[src/rtl/serial_alu.sv]
// Digit-serial ALU: SLICE bits per beat, LSB first, ripple carry held in a register between beats.
// Latency: operation accepted at edge t, out_valid rises after edge t+N (N = WIDTH/SLICE).
// Backpressure: in_ready only in IDLE; result and flags held in DONE until out_ready, then IDLE.
`timescale 1ns/1ps
module serial_alu #(
    parameter int WIDTH = 32,
    parameter int SLICE = 4
) (
    input  logic             clk,
    input  logic             reset_n,
    input  logic             in_valid,
    output logic             in_ready,
    input  logic [WIDTH-1:0] a,
    input  logic [WIDTH-1:0] b,
    input  logic [2:0]       op,
    output logic             out_valid,
    input  logic             out_ready,
    output logic [WIDTH-1:0] result,
    output logic             carryout,
    output logic             overflow,
    output logic             zero
);

    localparam int N  = WIDTH / SLICE;
    localparam int CW = (N > 1) ? $clog2(N) : 1;
    localparam logic [CW-1:0]    LAST = CW'(N - 1);
    localparam logic [SLICE-1:0] ONES = '1;

    localparam logic [2:0] OP_ADD  = 3'd0;
    localparam logic [2:0] OP_SUB  = 3'd1;
    localparam logic [2:0] OP_XOR  = 3'd2;
    localparam logic [2:0] OP_SLT  = 3'd3;
    localparam logic [2:0] OP_AND  = 3'd4;
    localparam logic [2:0] OP_NAND = 3'd5;
    localparam logic [2:0] OP_NOR  = 3'd6;
    localparam logic [2:0] OP_OR   = 3'd7;

    typedef enum logic [1:0] {IDLE, RUN, DONE} state_t;

    state_t           state_q, state_d;
    logic [WIDTH-1:0] a_q, a_d;
    logic [WIDTH-1:0] b_q, b_d;
    logic [2:0]       op_q, op_d;
    logic [CW-1:0]    cnt_q, cnt_d;
    logic             carry_q, carry_d;
    logic [WIDTH-1:0] result_q, result_d;
    logic             carryout_q, carryout_d;
    logic             overflow_q, overflow_d;
    logic             zero_q, zero_d;
    logic             out_valid_q, out_valid_d;

    logic             is_sub;
    logic             is_arith;
    logic [31:0]      shamt;
    logic [SLICE-1:0] a_sl;
    logic [SLICE-1:0] b_sl;
    logic [SLICE-1:0] b_eff;
    logic [SLICE:0]   sum_ext;
    logic [SLICE-1:0] sum_sl;
    logic             slice_cout;
    logic             slice_ovf;
    logic [SLICE-1:0] slice_res;
    logic [WIDTH-1:0] merged;
    logic [WIDTH-1:0] final_res;

    assign in_ready  = (state_q == IDLE);
    assign out_valid = out_valid_q;
    assign result    = result_q;
    assign carryout  = carryout_q;
    assign overflow  = overflow_q;
    assign zero      = zero_q;

    // One beat of the datapath: pick slice cnt_q, add/subtract or apply the logic op, merge into result.
    always_comb begin
        is_sub     = (op_q == OP_SUB) || (op_q == OP_SLT);
        is_arith   = (op_q == OP_ADD) || (op_q == OP_SUB);
        shamt      = 32'(cnt_q) * 32'(SLICE);
        a_sl       = SLICE'(a_q >> shamt);
        b_sl       = SLICE'(b_q >> shamt);
        b_eff      = is_sub ? ~b_sl : b_sl;
        sum_ext    = {1'b0, a_sl} + {1'b0, b_eff} + {{SLICE{1'b0}}, carry_q};
        sum_sl     = sum_ext[SLICE-1:0];
        slice_cout = sum_ext[SLICE];
        // Signed overflow: operands share a sign that the sum does not (equals carry-in XOR carry-out of MSB).
        slice_ovf  = (a_sl[SLICE-1] == b_eff[SLICE-1]) && (sum_sl[SLICE-1] != a_sl[SLICE-1]);
        case (op_q)
            OP_ADD, OP_SUB: slice_res = sum_sl;
            OP_XOR:         slice_res = a_sl ^ b_sl;
            OP_AND:         slice_res = a_sl & b_sl;
            OP_NAND:        slice_res = ~(a_sl & b_sl);
            OP_NOR:         slice_res = ~(a_sl | b_sl);
            OP_OR:          slice_res = a_sl | b_sl;
            default:        slice_res = '0;   // SLT fills the result only on the last beat
        endcase
        merged    = (result_q & ~(WIDTH'(ONES) << shamt)) | (WIDTH'(slice_res) << shamt);
        final_res = (op_q == OP_SLT) ? WIDTH'(sum_sl[SLICE-1] ^ slice_ovf) : merged;
    end

    // Next-state and next-register values for IDLE -> RUN (N beats) -> DONE -> IDLE.
    always_comb begin
        state_d     = state_q;
        a_d         = a_q;
        b_d         = b_q;
        op_d        = op_q;
        cnt_d       = cnt_q;
        carry_d     = carry_q;
        result_d    = result_q;
        carryout_d  = carryout_q;
        overflow_d  = overflow_q;
        zero_d      = zero_q;
        out_valid_d = out_valid_q;
        case (state_q)
            IDLE: begin
                if (in_valid) begin
                    a_d      = a;
                    b_d      = b;
                    op_d     = op;
                    carry_d  = (op == OP_SUB) || (op == OP_SLT);
                    cnt_d    = '0;
                    result_d = '0;
                    state_d  = RUN;
                end
            end
            RUN: begin
                carry_d  = slice_cout;
                result_d = merged;
                if (cnt_q == LAST) begin
                    result_d    = final_res;
                    carryout_d  = is_arith ? slice_cout : 1'b0;
                    overflow_d  = is_arith ? slice_ovf : 1'b0;
                    zero_d      = (final_res == '0);
                    out_valid_d = 1'b1;
                    state_d     = DONE;
                end else begin
                    cnt_d = cnt_q + CW'(1);
                end
            end
            DONE: begin
                if (out_ready) begin
                    out_valid_d = 1'b0;
                    state_d     = IDLE;
                end
            end
            default: begin
                out_valid_d = 1'b0;
                state_d     = IDLE;
            end
        endcase
    end

    // All state registers; asynchronous reset aborts any operation in flight.
    always_ff @(posedge clk or negedge reset_n) begin
        if (!reset_n) begin
            state_q     <= IDLE;
            a_q         <= '0;
            b_q         <= '0;
            op_q        <= '0;
            cnt_q       <= '0;
            carry_q     <= 1'b0;
            result_q    <= '0;
            carryout_q  <= 1'b0;
            overflow_q  <= 1'b0;
            zero_q      <= 1'b0;
            out_valid_q <= 1'b0;
        end else begin
            state_q     <= state_d;
            a_q         <= a_d;
            b_q         <= b_d;
            op_q        <= op_d;
            cnt_q       <= cnt_d;
            carry_q     <= carry_d;
            result_q    <= result_d;
            carryout_q  <= carryout_d;
            overflow_q  <= overflow_d;
            zero_q      <= zero_d;
            out_valid_q <= out_valid_d;
        end
    end

endmodule

[config.mk]
export PLATFORM = sky130hd
export DESIGN_NAME = serial_alu
export DESIGN_NICKNAME = d
export VERILOG_FILES = /design/src/rtl/serial_alu.sv
export SDC_FILE = /design/constraint.sdc
export NUM_CORES = 1
export LEC_CHECK = 0
export CAP_MARGIN = 20
export CORE_MARGIN = 10
export CORE_UTILIZATION = 52
export DETAILED_ROUTE_END_ITERATION = 7
export GPL_TIMING_DRIVEN = 1
export PLACE_DENSITY = 0.8
export SLEW_MARGIN = 10
export SYNTH_ARGS = -nofsm -noshare
export SYNTH_HDL_FRONTEND = slang
export SYNTH_SLANG_ARGS = --single-unit
[constraint.sdc]
create_clock -name clk -period 5.4 [get_ports clk]
set_input_delay 1.08 -clock clk [delete_from_list [all_inputs] [get_ports clk]]
set_output_delay 1.08 -clock clk [all_outputs]
set_load 0.05 [all_outputs]
==> results of run 1 <==
[cell type report]
cell class / count / area (µm²)
sequential: 109 / 2728
fill: 840 / 3437
clock buffer: 11 / 141.4
tap: 136 / 170.2
inverter: 18 / 67.56
timing repair buffer: 114 / 1121
clock inverter: 5 / 63.81
multi-input combinational: 322 / 2734
[flip-flops by register name, summed over array words and instances (netlist names)]
signal and count:
result 32, op_q 3, out_valid 1, overflow 1, b_q 32, carryout 1
zero 1, a_q 32, carry_q 1, state_q 2, cnt_q 3
[through the flow]
step / area (µm²) / worst slack (ps) / std cells
floorplan: 5645 / 1506 / 473
global placement: 6820 / 1244 / 699
detailed placement: 6820 / 1067 / 699
CTS: 7025 / 1042 / 715
global route: 7025 / 713.2 / 715
finish: 7025 / 1089 / 715
[how the worst max path moves through the flow]
| stage | endpoint | slack [ps] | startpoint |
|---|---|---|---|
| after floorplan | zero$_DFFE_PN0P_ | 1510 | cnt_q[1]$_DFFE_PN0P_ |
| after global placement | zero$_DFFE_PN0P_ | 1240 | cnt_q[0]$_DFFE_PN0P_ |
| after detailed placement | zero$_DFFE_PN0P_ | 1070 | cnt_q[0]$_DFFE_PN0P_ |
| after CTS | zero$_DFFE_PN0P_ | 1040 | cnt_q[0]$_DFFE_PN0P_ |
| after global routing | zero$_DFFE_PN0P_ | 710 | cnt_q[0]$_DFFE_PN0P_ |
| final | zero$_DFFE_PN0P_ | 1090 | cnt_q[0]$_DFFE_PN0P_ |
[critical path: cells and delay by family (launching register included)]
kind | cells | cell delay [ps]
AOI/OAI and AO/OA | 5 | 1150
xor gates and xnor gates | 1 | 240
adders and majority gates | 2 | 750
buffers and inverters | 1 | 70
DFF | 1 | 830
muxes | 2 | 880
and+or+nand+nor | 2 | 330
[logic make-up after synthesis]
| logic type | synth area share, % |
|---|---|
| AOI/OAI and AO/OA | 11.30 |
| xor gates and xnor gates | 1.862 |
| DFF | 48.32 |
| muxes | 21.19 |
| and+or+nand+nor | 9.220 |
| buffers and inverters | 3.280 |
| adders and majority gates | 4.832 |
[metal layers]
metal	vias up	share of wire, %	track usage (%)	wire (µm)
met5	-	0	0	0
met4	0	1.9	4.892	259
met3	26	6.7	4.389	910
met2	153	51	31.03	6914
met1	2056	41	22.18	5582
li1	1917	-	-	-
[cells in the final DEF (no fill, tap or decap), types with 5 or more instances in the layout]
master           count
dfrtp_1            109
clkdlybuf4s50_1    106
mux2_2              68
nand2_1             46
o21ai_0             28
nor2_1              20
a22o_1              19
inv_1               17
ha_1                17
mux4_2              16
clkbuf_8            10
xnor2_1              8
a21oi_1              8
buf_4                8
mux2i_1              7
nand2b_1             7
nor3_1               6
a22oi_1              5
nand3_1              5
==> key figures, run 1 <==
Status
  – Status: completed

Worst hold path
  – Hold WC Path Type: reg -> reg
  – Worst hold path cell count: 2
  – Worst hold start: result[29]$_DFFE_PN0P_
  – Hold endpoint: result[29]$_DFFE_PN0P_

Clock network
  – CTS buffer count: 9
  – Postcts setup bufs: 0
  – # resized after CTS: 0
  – CTS tree: yes
  – # H-tree levels: 3
  – Worst-Skew Late Latency: roughly 380 ps
  – Clock sinks: around 110
  – CTS Root Cell: clkbuf_8
  – Max clock buf depth: 2
  – Hold-fix buffers at CTS: 0
  – Clk pin slew, worst setup/hold paths: ~100 ps

STA
  – Skew final: 14.58 ps
  – Tcrit/Tclk final: between 70% and 80%
  – Crit path time final: between 4000 and 5000 ps
  – Max Fclk: between 0.2 and 0.25 GHz
  – Final hold slack: between 500 and 600 ps
  – Slew margin rel.: roughly 34%
  – RSZ-0062 raised after global routing: false
  – Final Hold Viols: 0
  – Final setup TNS: 0 ps
  – Final max-slew violation count: 0
  – Final Setup Violations: 0
  – Worst Max-Slew Pin Slew: ~980 ps

Logic synthesis
  – Synth unique cells: 55
  – Register area share after synthesis: between 40% and 50%
  – Flops & latches, synth: 109
  – Post-synth ARST share: 100.0%
  – Synth Instances: 473
  – Synth Cell Area: ~0.0056 mm²
  – Main synth FF type: dfrtp_1
  – Synth Area per Inst: 11.94 µm²
  – Mapped Nets: between 500 and 600
  – Synth area leader: dfrtp_1
  – Synth area leaders: dfrtp_1 48%, mux2_2 14%, mux4_2 6.4%
  – Count leader, synth: dfrtp_1
  – Synth cell count leaders: 109 x dfrtp_1, 68 x mux2_2, 46 x nand2_1, 28 x o21ai_0, 20 x nor2_1
  – Top-area cell type share of the netlist area: between 40% and 50%
  – EDFF count, synth: 0
  – Yosys warnings: 0

Place
  – HPWL Detailed: 10,590 µm
  – PortBufs: around 110
  – GPL Wtd Cong: around 0.91

Route
  – Drt drc: 0
  – Iteration count of the initial detailed-routing pass: 5
  – Final wirelength: ~14,000 µm
  – WL/cell: around 19 µm
  – Vias: ~4,200
  – DRT antenna net count: 0
  – Initial DRC Count: 349
  – Vias per cell: between 5 and 6

Floorplanning
  – Num ports: ~110
  – Die Wd: about 120 µm
  – Initial Util: 53.96%
  – Core Region: roughly 0.010 mm²
  – Site Rows: 37
  – Die height: about 120 µm
  – Die area: between 0.015 and 0.02 mm²

Critical path
  – Slack of the worst reg-to-reg path: approximately 1100 ps
  – FF-to-FF path depth: 13
  – Critical Path RT: 5700 ps
  – Cells along the critical path: mux4_2 > mux2i_1 > xor2_1 > fa_1 > inv_1 > a21o_1 > a21o_1 > fa_1 > a221oi_2 > a211oi_1 > nor4_2 > nand4_1 > o21ai_1
  – CP Max Fanout: 13
  – Crit. End Element: flop
  – Kind of critical path: reg -> reg
  – Critical path's largest stage delay: 830 ps
  – Worst r2r src: cnt_q[0]$_DFFE_PN0P_
  – Startpoint types: flop
  – Slowest-stage cell, CP: dfrtp_1
  – R2r endpoint: zero$_DFFE_PN0P_
  – Arrival @ worst endpoint: between 4000 and 5000 ps

Layout
  – Area grow syn2layout: 24.45%
  – Layout cells sized above 1: 19.86%
  – Ant diodes: 0
  – Post-layout util: between 60% and 70%
  – Final nets: around 670

Job
  – Max Cap Viol: 0

Global route
  – Largest net degree at the start of global routing: 62
  – First-pass GRT wire length: around 22,000 µm
  – Global route overflow: 0
  – Initial antenna violation count: 0
  – Vias in the first global route: 4,440
  – Overall Global Routing Usage: between 10% and 20%
Power of run 1 is not shown: default switching activity piles up to over one toggle a cycle in this logic, so the estimate is an artifact.
==> run 2: changes to the inputs <==
Settings changed: CORE_UTILIZATION 52 to 47, PLACE_DENSITY 0.8 to 0.76.
Clock period 5.4 ns to 3.7 ns, I/O delays scaled along.
==> run 2 against run 1 <==
Fmax increased by 20%; sequential share of layout area decreased by 2.0 points; sequential cell count unchanged; final cell count increased by 3.9%; final area increased by 5.4%; global-route usage about the same; setup slack got worse by 970 ps; die area increased by 8.9%; clock skew decreased by 3.5 ps; first-iteration DRC count increased by 4.6%; largest cell class unchanged; highest routed layer unchanged.
==> key figures, run 2 (synthesized netlist as in run 1, its figures left out) <==
Status
  – Status: completed (unchanged)

Critical path
  – Crit. End Element: flop (unchanged)
  – Slowest-stage cell, CP: mux4_2 (was dfrtp_1)
  – CP Max Fanout: 7 (was 13)
  – Worst r2r src: cnt_q[0]$_DFFE_PN0P_ (unchanged)
  – Critical path's largest stage delay: 510 ps (was 830 ps)
  – CP startpoint: cnt_q[0]$_DFFE_PN0P_ (unchanged)
  – Kind of critical path: reg -> reg (unchanged)
  – Startpoint types: flop (unchanged)
  – Critical Path RT: 3990 ps (was 5700 ps)
  – Arrival @ worst endpoint: 3860 ps (was 4610 ps)
  – Cells along the critical path: buf_12 > mux4_2 > mux2i_2 > xor2_1 > fa_2 > inv_2 > a21o_1 > a21o_1 > fa_2 > a221o_1 > a221oi_2 > o21ai_0 > o21ai_1 (was mux4_2 > mux2i_1 > xor2_1 > fa_1 > inv_1 > a21o_1 > a21o_1 > fa_1 > a221oi_2 > a211oi_1 > nor4_2 > nand4_1 > o21ai_1)

Route
  – Initial DRC Count: 365 (was 349)
  – Vias per cell: 5.760 (was 5.807)
  – WL/cell: 20.22 µm (was 19.11 µm)
  – Vias: 4,280 (was 4,152)
  – DRT antenna net count: 0 (unchanged)
  – Drt drc: 0 (unchanged)
  – Iteration count of the initial detailed-routing pass: 5 (unchanged)
  – Final wirelength: 15,020 µm (was 13,670 µm)

Global route
  – Vias in the first global route: 4,538 (was 4,440)
  – Largest net degree at the start of global routing: 84 (was 62)
  – First-pass GRT wire length: 23,990 µm (was 22,300 µm)
  – Initial antenna violation count: 0 (unchanged)
  – Global route overflow: 0 (unchanged)
  – Overall Global Routing Usage: 18.07% (was 18.05%)

Clock network
  – Worst-Skew Late Latency: 360 ps (was 380 ps)
  – Clock sinks: 109 (unchanged)
  – # H-tree levels: 3 (unchanged)
  – CTS buffer count: 9 (unchanged)
  – CTS Root Cell: clkbuf_16 (was clkbuf_8)
  – Max clock buf depth: 2 (unchanged)
  – CTS tree: yes (unchanged)
  – Clk pin slew, worst setup/hold paths: 70 ps (was 100 ps)
  – Postcts setup bufs: 0 (unchanged)

Floorplanning
  – Die area: 0.01679 mm² (was 0.01542 mm²)
  – Num ports: 108 (unchanged)
  – Initial Util: 48.82% (was 53.96%)
  – Core Region: 0.01156 mm² (was 0.01046 mm²)
  – Die height: 129.6 µm (was 124.2 µm)
  – Site Rows: 39 (was 37)
  – Die Wd: 129.6 µm (was 124.2 µm)

Worst hold path
  – Hold WC Path Type: in -> async (was reg -> reg)

Layout
  – Final nets: 686 (was 665)
  – Area grow syn2layout: 31.18% (was 24.45%)
  – Ant diodes: 0 (unchanged)
  – Most common cell after layout, fill and taps aside: dfrtp_1 (unchanged)
  – Commonest cells after routing, fill and taps aside: 109 x dfrtp_1, 106 x clkdlybuf4s50_1, 68 x mux2_2 (unchanged)
  – Fill cells: 897 (was 840)
  – Layout cells sized above 1: 24.33% (was 19.86%)
  – Final Non-Filler Cells: 743 (was 715)
  – Register area: 0.002728 mm² (unchanged)
  – Area of the multi-input gates: 0.002778 mm² (was 0.002734 mm²)

Place
  – GPL Wtd Cong: 0.9199 (was 0.9067)
  – PortBufs: 107 (unchanged)
  – HPWL Detailed: 11,410 µm (was 10,590 µm)
  – Placed cells: 726 (was 699)

STA
  – Final Setup Violations: 0 (unchanged)
  – Slew margin rel.: 59.56% (was 34.07%)
  – Final Hold Viols: 0 (unchanged)
  – RSZ-0062 raised after global routing: true (was false)
  – Max Fclk: 0.2795 GHz (was 0.2319 GHz)
  – Worst Max-Slew Pin Slew: 606.6 ps (was 984.4 ps)
  – Skew final: 11.05 ps (was 14.58 ps)
  – Crit path time final: 3578 ps (was 4311 ps)
  – Tcrit/Tclk final: 96.70% (was 79.84%)
  – Final max-slew violation count: 0 (unchanged)

Job
  – Max Cap Viol: 0 (unchanged)
==> run 2: cell types whose count changed in the layout (fill, tap and decap cells not counted), sizes merged <==
| cell | previous run | this run |
|---|---|---|
| bufinv | 1 | 2 |
| buf | 8 | 29 |
| clkinv | 0 | 1 |
| inv | 21 | 22 |
| clkbuf | 11 | 9 |
| clkinvlp | 1 | 0 |
==> run 2: final timing paths <==
path                                     endpoint  slack [ps]  cells after the start
setup reg to reg                 zero$_DFFE_PN0P_         120                     13
hold reg to reg            result[31]$_DFFE_PN0P_         500                      2
hold / removal                b_q[14]$_DFFE_PN0P_         250                      1
min in group clk           result[31]$_DFFE_PN0P_         500                      2
setup / recovery                 zero$_DFFE_PN0P_         120                     13
max in group asynchronous  result[23]$_DFFE_PN0P_        2610                      3
==> run 2: through the flow <==
| stage | setup WS, ps | TNS (ps) | instance area (µm²) | util, % | hold WS (ps) |
|---|---|---|---|---|---|
| CTS | 8.873 | 0 | 7350 | 63.55 | 502.1 |
| floorplan | 59.59 | 0 | 5650 | - | 444.4 |
| detailed placement | 19.62 | 0 | 7004 | 60.56 | 483.2 |
| global route | -87.32 | -87.32 | 7406 | 64.04 | 263.6 |
| finish | 122.0 | 0 | 7406 | 64.04 | 250.8 |
| global placement | 57.93 | 0 | 7004 | 60.56 | 473.1 |
==> run 2: layout make-up <==
class | instances | share of cell area [%]
clock buffer | 9 | 3.041
clock inverter | 7 | 1.419
inverter | 18 | 0.9123
multi-input combinational | 322 | 37.51
sequential | 109 | 36.83
tap | 143 | 2.416
timing repair buffer | 135 | 17.87
==> run 2: metal layers <==
| layer | share of wire (%) | up-vias | wire (µm) | GRT usage, % |
|---|---|---|---|---|
| met3 | 5.8 | 16 | 877 | 3.181 |
| met1 | 43 | 2131 | 6495 | 22.52 |
| li1 | - | 1969 | - | - |
| met4 | 1.8 | 0 | 269 | 7.474 |
| met5 | 0 | - | 0 | 0 |
| met2 | 49 | 164 | 7379 | 30.46 |
==> run 2: worst max-delay path, delay by kind of cell, from the launching register on <==
kind / cells / cell delay (ps)
buffers and inverters: 2 / 190
muxes: 2 / 720
adders and majority gates: 2 / 690
AOI/OAI and AO/OA: 6 / 1270
DFF: 1 / 410
xor gates and xnor gates: 1 / 230
==> run 2: what timing repair did <==
action / 4_1_cts / 5_1_grt
endpoints found under the setup margin: 1 / 6
cloned: 0 / 0
hold buffers: 0 / 0
pin swaps: 0 / 3
gates resized for setup: 2 / 8
Power of run 2 is left out for the same reason.
==> run 3: changes to the inputs <==
Settings changed: CORE_UTILIZATION 47 to 52, PLACE_DENSITY 0.76 to 0.8.
Clock period 3.7 ns to 3.8 ns, I/O delays scaled along.
==> run 3 against run 2 <==
Setup slack improved by 4.4 ps; clock skew shrank 0.75 ps; clock-buffer cell count up 1; sequential share of layout area is 0.73 points higher; final area fell by 1.9%; largest cell class unchanged.
==> key figures, run 3 (synthesized netlist as in run 1, its figures left out) <==
Layout
  – Final nets: 680 (was 686)
  – Register area: 0.002728 mm² (unchanged)
  – Ant diodes: 0 (unchanged)
  – Area of the multi-input gates: 0.002809 mm² (was 0.002778 mm²)
  – Most common cell after layout, fill and taps aside: dfrtp_1 (unchanged)
  – Layout cells sized above 1: 24.07% (was 24.33%)
  – Commonest cells after routing, fill and taps aside: 109 x dfrtp_1, 106 x clkdlybuf4s50_1, 68 x mux2_2 (unchanged)
  – Area grow syn2layout: 28.63% (was 31.18%)
  – Fill cells: 802 (was 897)

Floorplanning
  – Die Wd: 124.2 µm (was 129.6 µm)
  – Initial Util: 53.96% (was 48.82%)
  – Num ports: 108 (unchanged)
  – Die height: 124.2 µm (was 129.6 µm)
  – Site Rows: 37 (was 39)
  – Core Region: 0.01046 mm² (was 0.01156 mm²)
  – Die area: 0.01542 mm² (was 0.01679 mm²)

Critical path
  – Crit. End Element: flop (unchanged)
  – Arrival @ worst endpoint: 3990 ps (was 3860 ps)
  – Cells along the critical path: buf_12 > buf_12 > mux4_2 > nand2_1 > and2_4 > inv_2 > ha_1 > a21o_1 > a21o_1 > fa_2 > a221oi_4 > a211oi_2 > nor4_2 > nand4_1 > o21ai_1 (was buf_12 > mux4_2 > mux2i_2 > xor2_1 > fa_2 > inv_2 > a21o_1 > a21o_1 > fa_2 > a221o_1 > a221oi_2 > o21ai_0 > o21ai_1)
  – Critical path's largest stage delay: 500 ps (was 510 ps)
  – Kind of critical path: reg -> reg (unchanged)
  – Critical Path RT: 4110 ps (was 3990 ps)
  – Startpoint types: flop (unchanged)
  – CP Max Fanout: 7 (unchanged)
  – Buf/Inv on CP: 3 (was 2)
  – Slowest-stage cell, CP: fa_2 (was mux4_2)
  – Crit-path leading delay family: compound AO/OA/AOI/OAI gates (unchanged)

Route
  – Final wirelength: 14,200 µm (was 15,020 µm)
  – DRT antenna net count: 0 (unchanged)
  – Initial DRC Count: 299 (was 365)
  – Iteration count of the initial detailed-routing pass: 4 (was 5)
  – Vias: 4,226 (was 4,280)
  – Drt drc: 0 (unchanged)
  – WL/cell: 19.45 µm (was 20.22 µm)
  – Vias per cell: 5.789 (was 5.760)

Status
  – Status: completed (unchanged)

Place
  – GPL Wtd Cong: 0.9130 (was 0.9199)
  – PortBufs: 107 (unchanged)
  – DP Worst Slack: -28.82 ps (was 19.62 ps)
  – HPWL Detailed: 10,670 µm (was 11,410 µm)

Clock network
  – Worst-Skew Late Latency: 380 ps (was 360 ps)
  – Clk pin slew, worst setup/hold paths: 100 ps (was 70 ps)
  – # H-tree levels: 3 (unchanged)
  – CTS buffer count: 9 (unchanged)
  – CTS tree: yes (unchanged)
  – Clock sinks: 109 (unchanged)
  – CTS Root Cell: clkbuf_8 (was clkbuf_16)
  – Max clock buf depth: 2 (unchanged)

STA
  – Max Fclk: 0.2722 GHz (was 0.2795 GHz)
  – Skew final: 10.30 ps (was 11.05 ps)
  – Final setup TNS: 0 ps (unchanged)
  – Worst Max-Slew Pin Slew: 638.2 ps (was 606.6 ps)
  – Final Hold Viols: 0 (unchanged)
  – Final max-slew violation count: 0 (unchanged)
  – Slew margin rel.: 57.46% (was 59.56%)
  – Crit path time final: 3674 ps (was 3578 ps)
  – Tcrit/Tclk final: 96.68% (was 96.70%)
  – Final Setup Violations: 0 (unchanged)
  – Worst setup slack after layout: 126.3 ps (was 122.0 ps)

Job
  – Max Cap Viol: 0 (unchanged)

Global route
  – Vias in the first global route: 4,499 (was 4,538)
  – Global route overflow: 0 (unchanged)
  – Largest net degree at the start of global routing: 64 (was 84)
  – Overall Global Routing Usage: 18.61% (was 18.07%)
  – First-pass GRT wire length: 22,640 µm (was 23,990 µm)
  – Initial antenna violation count: 0 (unchanged)

Worst hold path
  – Hold WC Path Type: in -> async (unchanged)
## run 3: cell count changes in the layout (fill, tap and decap cells not counted), moves of 3 or more
| cell | previous run | this run |
|---|---|---|
| clkbuf_8 | 0 | 9 |
| buf_12 | 2 | 5 |
| buf_4 | 26 | 18 |
| clkbuf_16 | 9 | 0 |
## run 3: final cells by class
| class | instances | share of cell area [%] |
|---|---|---|
| repair buffers | 129 | 17.85 |
| clock inverters | 6 | 0.8787 |
| clock buffers | 10 | 1.757 |
| well taps | 136 | 2.343 |
| flip-flops and latches | 109 | 37.56 |
| inverters | 18 | 0.9304 |
| multi-input cells | 322 | 38.68 |
## run 3: layer usage
layer	part of all wire (%)	global-route usage (%)
met5	0	0
met4	2.3	7.842
met3	6.4	4.072
met2	51	31.62
met1	41	22.40
## run 3: worst register-to-register path, delay by kind of cell (launching register included)
kind / cells / cell delay (ps)
adder cells (fa/ha/maj): 2 / 770
buffers and inverters: 3 / 330
AO/OA/AOI/OAI: 5 / 960
multiplexers: 1 / 500
AND/OR/NAND/NOR: 4 / 650
flip-flops: 1 / 420
## run 3: per-stage QoR
stage | utilization, % | area, µm² | cells | hold slack [ps]
finish | 69.41 | 7262 | 730 | 378.6
global route | 69.41 | 7262 | 730 | 424.8
CTS | 68.43 | 7159 | 726 | 403.5
detailed placement | 66.46 | 6953 | 710 | 487.6
global placement | 66.46 | 6953 | 710 | 477.9
floorplan | - | 5647 | 473 | 464.4
## run 3: repair_timing
action                                  CTS  global route
hold buffers                              0             0
gates resized for setup                   2            15
pin swaps                                 1             9
cloned                                    0             0
buffers inserted                          0             4
endpoints found under the setup margin    1             7
## run 3: path summary, 6_finish.rpt
check / cells after the start / slack (ps) / endpoint / start
max in group asynchronous: 2 / 2660 / a_q[20]$_DFFE_PN0P_ / reset_n
hold / removal: 1 / 380 / out_valid$_DFFE_PN0P_ / reset_n
setup / recovery: 15 / 130 / zero$_DFFE_PN0P_ / cnt_q[0]$_DFFE_PN0P_
setup reg to reg: 15 / 130 / zero$_DFFE_PN0P_ / cnt_q[0]$_DFFE_PN0P_
min in group clk: 2 / 510 / result[29]$_DFFE_PN0P_ / result[29]$_DFFE_PN0P_
hold reg to reg: 2 / 510 / result[29]$_DFFE_PN0P_ / result[29]$_DFFE_PN0P_
Power of run 3 is left out for the same reason.
